<file path="config.mk">
export PLATFORM = sky130hd
export DESIGN_NAME = serial_add_arb
export DESIGN_NICKNAME = d
export VERILOG_FILES = /design/src/rtl/serial_add_arb.sv
export SDC_FILE = /design/constraint.sdc
export NUM_CORES = 1
export LEC_CHECK = 0
export CORE_ASPECT_RATIO = 1.5
export CORE_MARGIN = 4
export CORE_UTILIZATION = 42
export DETAILED_ROUTE_END_ITERATION = 10
export MAX_ROUTING_LAYER = met4
export PLACE_DENSITY = 0.7
export SYNTH_ARGS = -nofsm -noshare
export SYNTH_HDL_FRONTEND = slang
export SYNTH_SLANG_ARGS = --single-unit
</file>
<file path="constraint.sdc">
create_clock -name clk -period 1.7 [get_ports clk]
set_input_delay 0.255 -clock clk [delete_from_list [all_inputs] [get_ports clk]]
set_output_delay 0.255 -clock clk [all_outputs]
set_load 0.02 [all_outputs]
</file>
<file path="src/rtl/serial_add_arb.sv">
// Bit-serial adder shared by two requesters under round-robin arbitration.
// One full-adder cell runs LSB-first for WIDTH cycles; the result is registered on entry to DONE.
module serial_add_arb #(
    parameter int WIDTH = 8
) (
    input  logic             clk,
    input  logic             rst,
    input  logic             req0,
    input  logic [WIDTH-1:0] a0,
    input  logic [WIDTH-1:0] b0,
    input  logic             cin0,
    input  logic             req1,
    input  logic [WIDTH-1:0] a1,
    input  logic [WIDTH-1:0] b1,
    input  logic             cin1,
    output logic             gnt0,
    output logic             gnt1,
    output logic             busy,
    output logic [WIDTH-1:0] sum,
    output logic             cout,
    output logic             done,
    output logic             done_id
);
    localparam int CW = (WIDTH > 1) ? $clog2(WIDTH) : 1;
    localparam logic [CW-1:0] CNT_LAST = CW'(WIDTH - 1);

    localparam logic [1:0] S_IDLE = 2'd0;
    localparam logic [1:0] S_ADD  = 2'd1;
    localparam logic [1:0] S_DONE = 2'd2;

    typedef struct packed {
        logic [WIDTH-1:0] a;
        logic [WIDTH-1:0] b;
        logic             cin;
    } req_t;

    logic [1:0]       state;
    logic [CW-1:0]    cnt;
    logic [WIDTH-1:0] a_sr, b_sr, res, res_nxt;
    logic             c, c_nxt, s;
    logic             owner, last_gnt;
    logic             pick1;
    req_t             rq0, rq1, win_rq;

    assign rq0    = {a0, b0, cin0};
    assign rq1    = {a1, b1, cin1};
    // On a tie the requester not granted last time wins.
    assign pick1  = req1 & (~req0 | ~last_gnt);
    assign win_rq = pick1 ? rq1 : rq0;

    assign s     = a_sr[0] ^ b_sr[0] ^ c;
    assign c_nxt = (a_sr[0] & b_sr[0]) | (b_sr[0] & c) | (c & a_sr[0]);

    always_comb begin
        res_nxt = res >> 1;
        res_nxt[WIDTH-1] = s;
    end

    assign busy = (state != S_IDLE);

    always_ff @(posedge clk) begin
        if (rst) begin
            state    <= S_IDLE;
            cnt      <= '0;
            c        <= 1'b0;
            a_sr     <= '0;
            b_sr     <= '0;
            res      <= '0;
            owner    <= 1'b0;
            last_gnt <= 1'b1;
            gnt0     <= 1'b0;
            gnt1     <= 1'b0;
            done     <= 1'b0;
            done_id  <= 1'b0;
            sum      <= '0;
            cout     <= 1'b0;
        end else begin
            gnt0 <= 1'b0;
            gnt1 <= 1'b0;
            done <= 1'b0;
            case (state)
                S_IDLE: begin
                    if (req0 | req1) begin
                        a_sr     <= win_rq.a;
                        b_sr     <= win_rq.b;
                        c        <= win_rq.cin;
                        owner    <= pick1;
                        last_gnt <= pick1;
                        gnt0     <= ~pick1;
                        gnt1     <= pick1;
                        cnt      <= '0;
                        state    <= S_ADD;
                    end
                end
                S_ADD: begin
                    a_sr <= a_sr >> 1;
                    b_sr <= b_sr >> 1;
                    c    <= c_nxt;
                    res  <= res_nxt;
                    cnt  <= cnt + CW'(1);
                    // Final bit: publish result so it is valid during DONE.
                    if (cnt == CNT_LAST) begin
                        state   <= S_DONE;
                        done    <= 1'b1;
                        sum     <= res_nxt;
                        cout    <= c_nxt;
                        done_id <= owner;
                    end
                end
                S_DONE:  state <= S_IDLE;
                default: state <= S_IDLE;
            endcase
        end
    end
endmodule

</file>
Yosys cells after proc, flatten, opt, wreduce, memory -nomap -nowiden
Index checks and enable logic that the tools add are counted.

cells by class
  $add $sub $neg = 1
  multiply operators = 0
  div/mod/pow operators = 0
  order comparisons = 0
  equality and inequality tests = 4
  shifts and indexed selects = 0
  mux-type cells = 13
  bitwise logic cells = 16
  reduce and logical (&&, ||, !) cells = 9

operators with widths
  cell                   number
  $pmux W8 S2            2
  $mux W17               1
  $mux W8                2
  $reduce_and A2 Y1      4
  $not A1 Y1             6
  $pmux W3 S2            1
  $and A1 B1 Y1          4
  $mux W2                2
  $ne A2 B2 Y1 const B   2
  $or A1 B1 Y1           4
  $pmux W2 S2            1
  $reduce_bool A2 Y1     2
  $add A3 B1 Y3 const B  1
  $eq A3 B3 Y1 const B   1
  $mux W3                1
  $reduce_or A3 Y1       1
  $eq A2 B1 Y1 const B   1
  $logic_not A2 Y1       1
  $mux W1                2
  $pmux W1 S2            1
  $reduce_or A2 Y1       1
  $xor A1 B1 Y1          2

word-level totals
  flip-flop bits (word level) = 45
  latch bits = 0
  RAM bits = 0
  bits in read-only memories = 0
  output and inout port bits = 14
  memories kept = 0

Longest topological paths before layout
  depth in word-level cells = 6
  gate-level depth with buffers = 6
  mapped depth without buffers = 5

Worst setup path before layout
No wires, ideal clock.

  path type = reg2reg
  start = register state[1]
  end = register b_sr[0]
  setup time = 0.075 ns
  data arrival time = 1.279 ns
  required time = 1.625 ns
  path slack = 0.346 ns
  cell stages (with the launch flop) = 7
  path buffers = 2
  period minus slack after synthesis = 1.354 ns
  cell sequence = dfxtp_1 nor2_4 inv_2 or3_1 buf_6 buf_8 o22ai_1

on the way
  cells in the longest elaborated chain, start to end = 3

ends and longest elaborated chain
  what                                                          RTL line  source
  start, declared                                               37        logic [1:0] state;
  start signal, assigned                                        63        state <= S_IDLE;
  start signal, assigned                                        92        state <= S_ADD;
  start signal, assigned                                        103       state <= S_DONE;
  $eq A2 B1 Y1 or $logic_not A2 Y1 (tied branches)              81        case (state)
  $reduce_bool A2 Y1 (no line) or $ne A2 B2 Y1 (tied branches)  -
  $reduce_and A2 Y1 (no line)                                   -
  end signal, assigned                                          85        b_sr <= win_rq.b;
  end signal, assigned                                          97        b_sr <= b_sr >> 1;
  end, declared                                                 39        logic [WIDTH-1:0] a_sr, b_sr, res, res_nxt;

Several ways; a longest one is shown, not always the timed one.
A chain may end at the register's enable or synchronous reset.

Final worst setup path
  start = register sum[5]
  end = output sum[5]

RTL lines
  what                    RTL line  source
  start, declared         19        output logic [WIDTH-1:0] sum,
  start signal, assigned  105       sum <= res_nxt;

No word-level cell between the ends.

==> metrics.md <==
| Metric | Value |
|---|---|
| Status | complete, no violations |
| Min cycle time layout | 1.50 ns |
| Htree depth | 2 |
| Setup TNS | 0 ns |
| # diodes | 0 |
| Crit path max fanout | 2 |
| Top FF cell, synth | dfxtp_1 |
| Slowest-stage cell, CP | clkdlybuf4s50_1 |
| Actual slew at the worst max-slew pin | 0.374 ns |
| GPL Wtd Cong | 0.749 |
| Synth-to-layout area growth | 35.7% |
| Top cells by area, synth | dfxtp_1 (43%), mux2i_1 (8.7%), and3b_1 (6.3%) |
| Starting density of the core | 43.1% |
| Post-Layout Cell Count | 347 |
| Drt total wl | 4.20 mm |
| Die width | 65.4 µm |
| Yosys reg bits | 44 |
| DP Wirelength | 2.90 mm |
| Gr ovfl total | 0 |
| Final worst path period share | 88.5% |
| Synth top cells by count | dfxtp_1 (44), nand2_1 (27), a21oi_1 (20) |
| Family with the most delay on the worst path | buffers and inverters |
| Post-Syn Nets | 270 |
| Unique masters post-synth | 33 |
| Reg clk slew, reported paths | 0.09 ns |
| Layout cell share with drive strength beyond 1 | 8.90% |
| Antenna viol nets, final | 0 |
| Maximum vdd drop | 620 µV |
| Number of setup violations in the final report | 0 |
| Initial antenna violation count | 0 |
| Leak pwr | 1.07 nW |
| Root Buffer | clkbuf_8 |
| Fmax | 0.665 GHz |
| Placement Rows | 31 |
| CTS tree | done |
| Data required, critical path | 1.44 ns |
| CP max stage delay | 0.61 ns |
| YS warnings | 0 |
| RSZ-0062 raised after global routing | false |
| Vias per cell | 5.14 |
| Post-Synthesis Cells | 229 |
| Floorplan core area | 0.00481 mm² |
| CTS Sinks | 44 |
| Largest net degree at the start of global routing | 44 |
| Sequential element share of the synthesized area | 42.5% |
| PD cells | 807 mW/mm² |
| Max Clock Skew | 0.00668 ns |
| Fin Hold WS | 0.454 ns |
| Die height | 94.0 µm |
| Global-route wire length before repair | 7.20 mm |
| Final layout net count | 321 |
| Initial detailed-routing violation count | 87 |
| GRT Util Overall | 15.2% |
| # IOs | 52 |
| Mapped Avg Cell Area | 9.05 µm² |
| Critical Setup Path Class | reg -> out |
| Full die area | 0.00614 mm² |
| Hold Violations, Final | 0 |
| Wire length per cell | 12.1 µm |
| Share of the synthesized area in the top cell type | 42.5% |
| Pins Over Slew Limit | 0 |
| Clock latency on the worst-skew pair | 0.30 ns |
| # DRC | 0 |
| Number of global-route vias before repair | 1691 |
| PortBufs | 51 |
| CTS buffer count | 5 |
| HP Class | reg -> reg |
| CP arrival | 1.25 ns |
| Mapped cell area | 0.00207 mm² |
| Worst-case clock buffer depth | 2 |
| Largest area contributor in the netlist | dfxtp_1 |
| Max Cap Viol | 0 |
| Most frequent cell after synthesis | dfxtp_1 |
| Worst path bufs/invs | 1 |
| Critical Path Start Type | flip-flop |
| Via total after detailed routing | 1782 |
| Crit-path cells | clkdlybuf4s50_1 |
| Drt pass-1 iters | 4 |
| Dpl cells | 339 |
| Slew Limit Headroom | 75.1% |
| Number of synthesized flops with an enable pin | 0 |
| CP Capture Type | primary output |
| Post-synth ARST share | 0% |
kinds of logic after synthesis:
logic type      count (synthesis)  synth area share [%]
buf+inv                        23                  5.68
compound gates                 59                  18.1
mux                            18                  8.70
simple gates                   82                  22.8
flops                          44                  42.5
fa+ha+maj                       3                  2.17
repair_timing:
action                     4_1_cts  5_1_grt
hold endpoints to repair         0        0
resized for setup                1        0
hold buffers                     0        0
buffers inserted                 0        0
setup endpoints to repair        1        0
cell type report:
class                      instances  area [µm²]
timing repair buffer              64         644
inverter                           3        11.3
tap                               66        82.6
clock inverter                     3        46.3
sequential                        44         881
fill                             460        2000
multi-input combinational        162        1080
clock buffer                       5        68.8
worst paths after layout:
check	from	to	slack, ns	cells past startpoint
min reg2reg	sum[0]	sum[0]	0.45	2
max	sum[5]	sum[5]	0.20	1
max reg2reg	state[1]	cnt[1]	0.25	4
min	sum[0]	sum[0]	0.45	2
tightest hold or removal path: cells and delay by family, from the launching register on:
kind,cells,cell delay [ns]
flip-flops,1,0.31
AND/OR/NAND/NOR,1,0.05
AO/OA/AOI/OAI,1,0.05
where the power goes:
part | switching, mW | internal, mW
clock network | 0.369 | 0.443
registers | 0.0328 | 1.08
logic | 0.152 | 0.192
total | 0.554 | 1.72
per-layer routing:
metal | track usage (%) | part of all wire (%) | vias to the layer above
met5 | - | 0 | -
met4 | 4.67 | 1.0 | 0
met3 | 3.59 | 4.5 | 4
met2 | 27.6 | 52 | 41
met1 | 15.9 | 42 | 816
li1 | - | - | 921
metrics by stage:
| stage | worst slack (ns) | cell area [µm²] | power (mW) | util [%] |
|---|---|---|---|---|
| after floorplan | 0.346 | 2070 | 1.33 | - |
| after global placement | 0.0647 | 2700 | 1.48 | 56.1 |
| after detailed placement | 0.0474 | 2700 | 1.49 | 56.1 |
| after CTS | 0.182 | 2810 | 2.30 | 58.5 |
| after global routing | 0.0757 | 2810 | 2.39 | 58.5 |
| final | 0.196 | 2810 | 2.27 | 58.5 |
placed cells by master (no fill, tap or decap), drive strengths merged, types with 2 or more instances in the layout:
master,instances
o211ai,2
ha,2
and2,15
o21ai,2
clkbuf,5
o22ai,15
nor2,8
inv,4
nand3,9
and3b,15
nand2,27
mux2i,18
o32ai,2
a21oi,20
dfxtp,44
nand2b,2
buf,13
a211oi,15
clkdlybuf4s50,50
state kept, by name (all words and copies together), names as in the netlist, 2 cells and up:
| name | flops |
|---|---|
| a_sr | 8 |
| b_sr | 8 |
| cnt | 3 |
| res | 7 |
| state | 2 |
| sum | 8 |
Note: power is estimated with default switching activity, not from simulation.
